==> src/rtl/alu_seq_pkg.sv <==
// Shared types and constants for the ALU sequencer.
// State enum, opcodes, instruction field layout and decoder.
package alu_seq_pkg;

  typedef enum logic [2:0] {
    S_IDLE,
    S_FETCH,
    S_EXEC,
    S_WB,
    S_HALT
  } state_t;

  localparam logic [2:0] OP_ADD  = 3'd0;
  localparam logic [2:0] OP_NOT  = 3'd1;
  localparam logic [2:0] OP_AND  = 3'd2;
  localparam logic [2:0] OP_OR   = 3'd3;
  localparam logic [2:0] OP_SRA  = 3'd4;
  localparam logic [2:0] OP_SLL  = 3'd5;
  localparam logic [2:0] OP_BEQ  = 3'd6;
  localparam logic [2:0] OP_BNEQ = 3'd7;

  localparam int OP_MSB  = 15;
  localparam int OP_LSB  = 13;
  localparam int RD_MSB  = 12;
  localparam int RD_LSB  = 11;
  localparam int RS_MSB  = 10;
  localparam int RS_LSB  = 9;
  localparam int RT_MSB  = 8;
  localparam int RT_LSB  = 7;
  localparam int OFF_MSB = 6;
  localparam int OFF_LSB = 0;

  typedef struct packed {
    logic [2:0] op;
    logic [1:0] rd;
    logic [1:0] rs;
    logic [1:0] rt;
    logic [6:0] off;
  } instr_t;

  function automatic instr_t decode(
    input logic [15:0] w
  );
    instr_t d;
    d.op  = w[OP_MSB:OP_LSB];
    d.rd  = w[RD_MSB:RD_LSB];
    d.rs  = w[RS_MSB:RS_LSB];
    d.rt  = w[RT_MSB:RT_LSB];
    d.off = w[OFF_MSB:OFF_LSB];
    return d;
  endfunction

endpackage

==> src/rtl/regfile4x8.sv <==
// Four 8-bit registers: one write port, three async read ports.
// Ports: i_we/i_waddr/i_wdata write; i_ra/i_rb/i_rc -> o_a/o_b/o_c.
module regfile4x8 (
  input  logic       clk,
  input  logic       rst_n,
  input  logic       i_we,
  input  logic [1:0] i_waddr,
  input  logic [7:0] i_wdata,
  input  logic [1:0] i_ra,
  input  logic [1:0] i_rb,
  input  logic [1:0] i_rc,
  output logic [7:0] o_a,
  output logic [7:0] o_b,
  output logic [7:0] o_c
);

  logic [7:0] r_mem [4];

  always_ff @(posedge clk) begin
    if (!rst_n) begin
      for (int i = 0; i < 4; i++) r_mem[i] <= '0;
    end else if (i_we) begin
      r_mem[i_waddr] <= i_wdata;
    end
  end

  assign o_a = r_mem[i_ra];
  assign o_b = r_mem[i_rb];
  assign o_c = r_mem[i_rc];

endmodule

==> src/rtl/alu_sequencer.sv <==
// Multi-cycle sequencer driving an external 8-bit ALU.
// Ports: fetch handshake, ALU drive/results, host preload, debug, status.
module alu_sequencer
  import alu_seq_pkg::*;
#(
  parameter int PC_W = 8
) (
  input  logic            clk,
  input  logic            rst_n,
  input  logic            start,
  input  logic            load_en,
  input  logic [1:0]      load_addr,
  input  logic [7:0]      load_data,
  input  logic [1:0]      dbg_addr,
  output logic [7:0]      dbg_data,
  output logic [PC_W-1:0] pc,
  input  logic [15:0]     instr,
  input  logic            instr_valid,
  output logic            instr_ready,
  output logic [2:0]      alu_sel,
  output logic [7:0]      alu_a,
  output logic [7:0]      alu_b,
  input  logic [7:0]      alu_f,
  input  logic            alu_ovf,
  input  logic            alu_take_branch,
  output logic            busy,
  output logic            done,
  output logic            ovf_flag
);

  state_t          r_state;
  logic [PC_W-1:0] r_pc;
  logic [15:0]     r_ir;
  logic [7:0]      r_res;
  logic            r_ovf;
  logic            r_tkn;
  logic            r_ovf_flag;

  instr_t          w_ir;
  logic            w_exec;
  logic            w_wb;
  logic            w_idle;
  logic            w_is_wr;
  logic [PC_W-1:0] w_pc1;
  logic [PC_W-1:0] w_off;
  logic [PC_W-1:0] w_tgt;
  logic            w_we;
  logic [1:0]      w_waddr;
  logic [7:0]      w_wdata;
  logic [7:0]      w_ra;
  logic [7:0]      w_rb;

  assign w_ir   = decode(r_ir);
  assign w_exec = (r_state == S_EXEC);
  assign w_wb   = (r_state == S_WB);
  assign w_idle = (r_state == S_IDLE) ||
                  (r_state == S_HALT);

  assign w_is_wr = (w_ir.op == OP_ADD) ||
                   (w_ir.op == OP_NOT) ||
                   (w_ir.op == OP_AND) ||
                   (w_ir.op == OP_OR)  ||
                   (w_ir.op == OP_SRA) ||
                   (w_ir.op == OP_SLL);

  assign w_pc1 = r_pc + PC_W'(1);
  assign w_off = PC_W'($signed(w_ir.off));
  assign w_tgt = w_pc1 + w_off;

  // Only one writer at a time: WB retire or host load when parked.
  assign w_we    = (w_wb && w_is_wr) ||
                   (w_idle && load_en);
  assign w_waddr = w_wb ? w_ir.rd : load_addr;
  assign w_wdata = w_wb ? r_res : load_data;

  regfile4x8 u_rf (
    .clk     (clk),
    .rst_n   (rst_n),
    .i_we    (w_we),
    .i_waddr (w_waddr),
    .i_wdata (w_wdata),
    .i_ra    (w_ir.rs),
    .i_rb    (w_ir.rt),
    .i_rc    (dbg_addr),
    .o_a     (w_ra),
    .o_b     (w_rb),
    .o_c     (dbg_data)
  );

  always_ff @(posedge clk) begin
    if (!rst_n) begin
      r_state    <= S_IDLE;
      r_pc       <= '0;
      r_ir       <= '0;
      r_res      <= '0;
      r_ovf      <= 1'b0;
      r_tkn      <= 1'b0;
      r_ovf_flag <= 1'b0;
    end else begin
      unique case (r_state)
        S_IDLE, S_HALT: begin
          if (start) begin
            r_state    <= S_FETCH;
            r_pc       <= '0;
            r_ovf_flag <= 1'b0;
          end
        end
        S_FETCH: begin
          if (instr_valid) begin
            r_ir    <= instr;
            r_state <= S_EXEC;
          end
        end
        S_EXEC: begin
          r_res   <= alu_f;
          r_ovf   <= alu_ovf;
          r_tkn   <= alu_take_branch;
          r_state <= S_WB;
        end
        S_WB: begin
          r_state <= S_FETCH;
          if (w_is_wr) begin
            r_pc <= w_pc1;
            if (w_ir.op == OP_ADD && r_ovf)
              r_ovf_flag <= 1'b1;
          end else if (r_tkn) begin
            // Branch to itself is the halt idiom.
            if (w_tgt == r_pc)
              r_state <= S_HALT;
            else
              r_pc <= w_tgt;
          end else begin
            r_pc <= w_pc1;
          end
        end
        default: r_state <= S_IDLE;
      endcase
    end
  end

  assign pc          = r_pc;
  assign ovf_flag    = r_ovf_flag;
  assign instr_ready = (r_state == S_FETCH);
  assign busy        = (r_state == S_FETCH) ||
                       (r_state == S_EXEC)  ||
                       (r_state == S_WB);
  assign done        = (r_state == S_HALT);
  assign alu_sel     = w_exec ? w_ir.op : 3'd0;
  assign alu_a       = w_exec ? w_ra : 8'd0;
  assign alu_b       = w_exec ? w_rb : 8'd0;

endmodule
==> config.mk <==
export PLATFORM = sky130hd
export DESIGN_NAME = alu_sequencer
export DESIGN_NICKNAME = d
export VERILOG_FILES = /design/src/rtl/alu_seq_pkg.sv /design/src/rtl/regfile4x8.sv /design/src/rtl/alu_sequencer.sv
export SDC_FILE = /design/constraint.sdc
export NUM_CORES = 1
export LEC_CHECK = 0
export CORE_MARGIN = 2
export CORE_UTILIZATION = 38
export CTS_BUF_LIST = sky130_fd_sc_hd__clkbuf_8
export DETAILED_ROUTE_END_ITERATION = 8
export SLEW_MARGIN = 30
export SYNTH_ARGS = -nofsm -noshare
export SYNTH_HDL_FRONTEND = slang
export SYNTH_SLANG_ARGS = --single-unit
==> constraint.sdc <==
create_clock -name clk -period 4 [get_ports clk]
set_clock_uncertainty 0.05 [all_clocks]
set_input_delay 0.8 -clock clk [delete_from_list [all_inputs] [get_ports clk]]
set_output_delay 0.8 -clock clk [all_outputs]
set_load 0.01 [all_outputs]
Word-level counts from Yosys, hierarchy flattened
Memories as Yosys holds them, arrays and structs flattened. A register that Yosys moved wholly into a read port is not among the register bits.
Index checks and enable logic that the tools add are counted.

word-level totals
  bits in writable memories = 32
  output and inout bits = 39
  word-level logic and storage cells = 77
  flip-flop bits (word level) = 38
  input bits = 43
  memories kept = 1

cells by class
  add/subtract/negate cells = 2
  reduce and logical (&&, ||, !) cells = 21
  equality and inequality tests = 15
  multiplexer cells = 31

memories
  memory      words  bits a word  read ports  clocked after memory_dff  wr ports  RTL line          source
  u_rf.r_mem  4      8            3           2                         4         regfile4x8.sv:17  logic [7:0] r_mem [4];

operator list
  cell                                                                    count
  8-bit two-way mux                                                       8
  3-bit two-way mux                                                       6
  8-bit one-hot mux with 2 select lines                                   1
  3-bit by 2-bit equality test with 1-bit output (second input constant)  4
  2-bit two-way mux                                                       6
  3-bit one-hot mux with 4 select lines                                   1
  3-bit equality test (second input constant)                             3
  1-bit logical OR                                                        9
  8-bit by 1-bit adder with 8-bit output (second input constant)          1
  8-bit adder                                                             1
  8-bit equality test                                                     1
  1-bit two-way mux                                                       8
  8-bit OR reduction                                                      1
  3-bit by 1-bit equality test with 1-bit output (second input constant)  2
  3-bit zero test                                                         2
  2-bit by 1-bit != test with 1-bit output (second input constant)        2
  2-bit != test (second input constant)                                   2
  4-bit != test (second input constant)                                   1
  2-bit AND reduction                                                     2
  4-bit AND reduction                                                     1
  1-bit logical AND                                                       3
  3-bit AND reduction                                                     1
  1-bit one-hot mux with 2 select lines                                   1
  2-bit nonzero test                                                      1
  2-bit OR reduction                                                      1

Logic depth before layout (Yosys ltp)
Gate-level depths: netlist of the first run.

  depth in word-level cells = 13
  gate-level depth with buffers = 12
  gate-level depth less buffers = 12

Modules after synthesis
From an unflattened synthesis of the first run, not the netlist that was laid out.

second synthesis, totals
  cell total of the unflattened synthesis = 413
  area, all modules = 4272.8 um^2

modules (own cells, without submodules)
  module         seq. area each (um^2)  area each (um^2)  times used  cells each
  alu_sequencer  760.7                  2442.3            1           306
  regfile4x8     960.9                  1830.5            1           107

Least setup slack after synthesis of the first run
No wires, ideal clock.

  path type = reg2reg
  from = reg r_pc[0] (netlist: pc[0])
  to = reg r_pc[7] (netlist: pc[7])
  cell stages (with the launch flop) = 13
  buffers on the path = 0
  period minus slack after synthesis = 3.062 ns
  required time = 3.828 ns
  setup time = 0.122 ns
  setup slack = 0.938 ns
  arrival time = 2.891 ns
  cell sequence = dfxtp_1 > ha_1 > and3_1 > nand3_1 > xnor2_1 > ha_1 > xnor2_1 > or3_1 > a32oi_2 > o21ai_2 > nand3_1 > o22ai_2 > a221o_1

on the way
  longest elaborated chain between the ends = 6
  elaborated cells between the ends (all ways) = 9
  classes of those cells = add/sub: 2; eq/ne: 2; mux: 4; reduce/logical: 1

RTL lines
  element                                                                         RTL line              source
  start: declaration                                                              alu_sequencer.sv:32   logic [PC_W-1:0] r_pc;
  start signal: assignment                                                        alu_sequencer.sv:123  r_pc <= w_pc1;
  start signal: assignment                                                        alu_sequencer.sv:131  r_pc <= w_tgt;
  start signal: assignment                                                        alu_sequencer.sv:133  r_pc <= w_pc1;
  branches (longest 6 deep; another with 8-bit by 1-bit adder with 8-bit output)  -

Several ways; the timed one is not identified. The select of a mux whose other input is x is not followed.
A chain may end at the register's enable or synchronous reset.

Final worst setup path of the first run
  from = reg r_pc[0] (netlist: pc[0])
  to = reg r_pc[1] (netlist: pc[1])

Same word-level chain as after synthesis.

==> flow_summary.yaml, run 1 <==
synth:
  synthArstFlopShare_pct: 0
  synth_most_common_cell: "nand2_1"
  ys_ff_latch: 74
  postSynthCellCount: 432
  synth_top_cell_by_area: "edfxtp_1"
  yosys_warnings: 0
  synth_area_sq_um: 4300
  synth_mux_area_share_pct: 14.7
  synth.area.top_cells: "edfxtp_1, dfxtp_1, mux4_2, nand2_1, nor2_1"
  synth_xor_xnor_area_share_pct: 3.95
  synth_edf_count: 32
  seq_area_frac_synth_pct: 41.9
  synth_area_per_cell_sq_um: 9.96
  yosys-top-cells-count: "nand2_1, nor2_1, dfxtp_1"
  synth_compound_area_share_pct: 12.0
  synthFlopType: "dfxtp_1"
  synth_nets: 484
  synth-simple-area-share_pct: 21.2
  synth_top_family_by_area: "simple AND/OR/NAND/NOR gates"
  ys_types: 58
  synth_fa_ha_area_share_pct: 2.79
  synth_top_area_share_pct: 22.3
worst_setup_path:
  rr_worst_depth: 11
  r2r_start: "pc[0]"
  crit_path_start_kind: "flop"
  worstReg2RegEnd: "pc[1]"
  crit_type: "flop to flop"
  critical_path_arrival_ns: 3.56
  cp-startpoint: "pc[0]"
  crit_fanout: 8
  r2r_setup_slack_ns: 0.64
  crit_end: "pc[1]"
  cp.required_ns: 4.20
  end_kind: "flop"
grt:
  grt_use_total_pct: 17.9
  grtUsageMet1_pct: 23.5
  busiest_layer: "met2"
  grt_max_degree: 31
  grt_use_met3_pct: 3.24
  use_met2_pct: 29.6
  grt_pass1_wl_mm: 17.5
  antenna_found_initial: 0
  grt_pass1_vias: 3391
  grt_overflow: 0
placed_design:
  dpl.cell_count: 633
  place_congestion: 0.824
  place.detailed.hpwl_mm: 8.23
  portBuffers: 81
route:
  dr.pass1.iters: 4
  dr_total_vias: 3509
  wire_per_inst_um: 16.7
  wl_mm: 10.8
  drc_errors: 0
  antenna_left: 0
  drt_iter0_drc: 152
  viasPerCell: 5.41
clock_tree:
  clkTransAtPathRegs_ns: 0.08
  postCtsSetupBuffers: 0
  clk_latency_ns: 0.36
  holdBufCountCts: 0
  cts_tree: "done"
  clockRootBuffer: "clkbuf_8"
  cts_buffers: 9
  htree_levels: 3
  cts_resized: 0
  cts.sinks: 74
  clk_path_buf_depth: 2
die:
  die_w_um: 110
  std_cell_rows: 38
  initial_core_util_pct: 39.4
  die_area_sq_um: 12200
  die_height_um: 110
  core_area_sq_um: 10900
  io_pins: 82
power:
  p_per_area_nw_per_um2: 322
  ir_drop_v: 0.000200
  switchingPower_uw: 476
  p_clk_share_pct: 35.1
  p_comb_share_pct: 15.5
  internal-power_mw: 1.27
  p_seq_share_pct: 49.5
  p_sw_share_pct: 27.3
  p_leak_nw: 1.98
final_layout:
  drive_gt1_share_pct: 11.8
  layout.cells.non_filler: 649
  syn_to_final_growth_pct: 26.0
  nNetsFinal: 556
  diodes: 0
timing:
  finalCriticalPeriod_ns: 3.36
  hold_violations: 0
  finalCritPeriodShare_pct: 83.9
  rsz0062_at_grt: "false"
  final_max_slew_viol_count: 0
  fin_tns_setup_ns: 0
  whs_ns: 0.408
  fmax_mhz: 298
  setup_viol: 0
  slew_headroom_pct: 45.3
  worst_pin_slew_ns: 0.819
min_path:
  hp-class: "flop to flop"
  hp-start: "r_res[2]"
job:
  maxCapViolCount: 0
status:
  status: "complete, no violations"
final cells by class:
cell class,instances,area [sq um]
Clock buffer,9,124
Multi-Input combinational cell,324,2350
Fill cell,1048,5510
Inverter,9,33.8
Tap cell,140,175
Sequential cell,74,1800
Timing Repair Buffer,86,848
Clock inverter,7,85.1
cells in the final DEF (no fill, tap or decap), types with 4 or more instances in the layout:
cell / count
a21oi_1: 29
and2_1: 22
and3_1: 4
buf_4: 5
clkbuf_8: 9
clkdlybuf4s50_1: 81
dfxtp_1: 42
edfxtp_1: 32
ha_1: 8
inv_1: 8
mux2i_1: 9
mux4_2: 24
nand2_1: 75
nand3_1: 16
nor2_1: 44
nor3_1: 6
nor3b_1: 4
o211ai_1: 4
o21a_1: 8
o21ai_0: 9
xnor2_1: 11
xor2_1: 4
worst min path at each step:
stage / to / depth (start not counted)
floorplan: r_ovf / 2
global placement: r_res[3] / 2
detailed placement: r_res[2] / 2
CTS: r_res[2] / 2
global route: r_res[4] / 2
finish: r_res[2] / 2
power by group through the flow:
stage	Sequential (mW)	Combinational [mW]	Clock [mW]
6_report	0.864	0.270	0.613
5_1_grt	0.871	0.295	0.656
4_1_cts	0.864	0.273	0.624
3_5_place_dp	0.882	0.272	0
3_3_place_gp	0.880	0.269	0
2_1_floorplan	0.859	0.171	0
through the flow:
stage / setup slack (ns) / cell area [sq um] / util (%) / total power [mW]
final: 0.644 / 5420 / 49.6 / 1.75
after global routing: 0.425 / 5420 / 49.6 / 1.82
after CTS: 0.660 / 5420 / 49.6 / 1.76
after detailed placement: 0.662 / 5210 / 47.7 / 1.15
after global placement: 0.658 / 5210 / 47.7 / 1.15
after floorplan: 0.938 / 4300 / - / 1.03
state kept, by name (all words and copies together), names as in the netlist, named ones only:
signal	count
r_tkn	1
r_res	8
r_ovf	1
r_state	3
r_ir	16
ovf_flag	1
u_rf.r_mem	32
pc	8
cell families after synthesis:
family | after synthesis
muxes | 33
DFF | 74
AOI/OAI and AO/OA | 76
buffers and inverters | 34
adders and majority gates | 9
xor gates and xnor gates | 17
and+or+nand+nor | 189
critical path: stages, from the launching register on:
cell       delay (ns)
dfxtp_1          0.50
ha_1             0.30
and3_1           0.23
xnor2_1          0.16
ha_1             0.36
o21a_1           0.24
o21a_1           0.17
o2bb2ai_1        0.34
xnor2_2          0.24
nand4_4          0.21
and2_4           0.23
a32o_1           0.24
metal layers:
layer	part of all wire, %	vias up	wire [um]
li1	-	1706	-
met1	46	1703	4960
met2	47	84	5080
met3	5.2	16	560
met4	1.9	0	205
met5	0	-	0
No activity file was read; power rests on OpenSTA's default activity.
==> run 2, diff against run 1 <==
==> constraint.sdc (replaced) <==
create_clock -name clk -period 2.7 [get_ports clk]
set_clock_uncertainty 0.05 [all_clocks]
set_input_delay 0.54 -clock clk [delete_from_list [all_inputs] [get_ports clk]]
set_output_delay 0.54 -clock clk [all_outputs]
set_load 0.01 [all_outputs]
==> run 2 against run 1 <==
The run now ends with setup timing left. Non-clock buffer count rose by 47. Combinational power rose by 67%. Hold slack barely moved. Power rose by 47%. Setup slack got worse by 0.81 ns. Critical path depth did not move. Die area did not move. Core utilization rose by 6.0 points. Final area rose by 12%.
==> flow_summary.yaml, run 2 (same netlist as run 1, synthesis figures left out) <==
die:
  die_area_sq_um: 12200
  io_pins: 82
  die_height_um: 110
  core_area_sq_um: 10900
  initial_core_util_pct: 39.4
  die_w_um: 110
  std_cell_rows: 38
clock_tree:
  cts_tree: "done"
  clockRootBuffer: "clkbuf_8"
  clk_latency_ns: 0.36
  cts.sinks: 74
  clkTransAtPathRegs_ns: 0.10
  cts_buffers: 9
  clk_path_buf_depth: 2
  holdBufCountCts: 0
  htree_levels: 3
timing:
  fmax_mhz: 349
  hold_violations: 0
  fin_ws_ns: -0.166
  whs_ns: 0.409
  slew_headroom_pct: 62.6
  final_max_slew_viol_count: 0
  finalCriticalPeriod_ns: 2.87
  rsz0062_at_grt: "true"
  setup_viol: 10
  worst_pin_slew_ns: 0.560
  finalCritPeriodShare_pct: 106
worst_setup_path:
  path_delay_family: "simple AND/OR/NAND/NOR gates"
  max_stage_delay_ns: 0.39
  crit_fanout: 6
  cp.depth: 11
  worstPathCellList: "ha_4, buf_6, xor2_1, ha_1, buf_6, a21oi_4, xnor3_1, nor4_4, nand4_4, and2_4, a32o_1"
  cp.required_ns: 2.90
  critical_path_arrival_ns: 3.06
  slowest_stage: "nor4_4"
  crit_type: "flop to flop"
  path_common_cell: "buf_6"
  end_kind: "flop"
  crit_buf_inv: 2
  rr_worst_depth: 11
  crit_path_start_kind: "flop"
status:
  status: "complete, but fails checks"
  violations: "setup timing"
grt:
  antenna_found_initial: 0
  grt_max_degree: 27
  grt_use_total_pct: 19.3
  grt_pass1_wl_mm: 19.0
  grt_pass1_vias: 3688
  grt_overflow: 0
power:
  p_per_area_nw_per_um2: 422
  p_leak_nw: 2.30
  ir_drop_v: 0.000206
  finalPower_mw: 2.56
final_layout:
  final_cell_mix: "nand2_1, clkdlybuf4s50_1, nor2_1, buf_4, dfxtp_1"
  post-route-cell-area_sq_um: 6070
  largest_reg_flops: 32
  syn_to_final_growth_pct: 41.1
  drive_gt1_share_pct: 23.9
  diodes: 0
  layout.cells.non_filler: 696
  regMostFlops: "u_rf.r_mem"
  nNetsFinal: 603
  final_core_utilization_pct: 55.5
  layout_commonest_cell: "nand2_1"
  reg_top3: "u_rf.r_mem x32, r_ir x16"
  n_fill_cell: 970
route:
  drt_iter0_drc: 166
  dr_total_vias: 3666
  antenna_left: 0
  wl_mm: 11.7
  drc_errors: 0
  wire_per_inst_um: 16.8
  viasPerCell: 5.27
  dr.pass1.iters: 4
job:
  maxCapViolCount: 0
placed_design:
  place.detailed.hpwl_mm: 8.87
  portBuffers: 81
  place_congestion: 0.844
  dpl_cell_area_sq_um: 5620
  dpl.cell_count: 675
min_path:
  hp-class: "flop to flop"
  holdPathStages: 2
-- run 2: cell count changes in the layout (fill, tap and decap cells not counted), sizes merged --
cell           previous run  this run
bufinv                    1         0
clkinvlp                  2         0
clkinv                    1         4
buf                       5        52
dlygate4sd2               0         8
clkdlybuf4s50            81        73
-- run 2: per-stage QoR --
stage | setup slack [ns] | setup TNS, ns
CTS | -0.205 | -1.48
floorplan | -0.135 | -0.482
finish | -0.166 | -1.35
global route | -0.281 | -2.57
detailed placement | -0.252 | -2.62
global placement | -0.210 | -2.30
-- run 2: metal layers --
metal  vias to the layer above  global-route usage, %  part of all wire [%]
met5                         -                      0                     0
met4                         0                   5.92                   1.9
met3                        16                   3.62                   4.6
met2                       104                   32.5                    49
met1                      1745                   25.3                    44
li1                       1801                      -                     -
-- run 2: worst reg2reg max path, cell delays in order, from the launching register on --
cell,delay [ns]
dfxtp_4,0.37
ha_4,0.17
buf_6,0.11
xor2_1,0.13
ha_1,0.34
buf_6,0.15
a21oi_4,0.15
xnor3_1,0.27
nor4_4,0.39
nand4_4,0.20
and2_4,0.22
a32o_1,0.21
-- run 2: final timing paths --
path / endpoint / slack (ns) / startpoint
setup / recovery: pc[1] / -0.17 / pc[0]
hold / removal: r_res[7] / 0.41 / r_res[7]
setup reg to reg: pc[1] / -0.17 / pc[0]
hold reg to reg: r_res[7] / 0.41 / r_res[7]
-- run 2: cell type report --
class                   instances  area, sq um  share of cell area, %
clock buffers                   9          124                   2.04
clock inverters                 7         71.3                   1.17
inverters                       9         33.8                  0.556
multi-input cells             324         2600                   42.7
flip-flops and latches         74         1810                   29.8
well taps                     140          175                   2.88
repair buffers                133         1260                   20.8
-- run 2: timing repair --
item                                    4_1_cts  5_1_grt
endpoints found under the setup margin       18       21
resized for setup                            31       17
pin swaps                                    20       17
buffers inserted                              3        2
-- run 2: report_power, final --
part,leakage [nW],switching (mW),internal (mW)
Clock,0.0995,0.480,0.361
Sequential,0.674,0.0453,1.22
Combinational,1.53,0.213,0.239
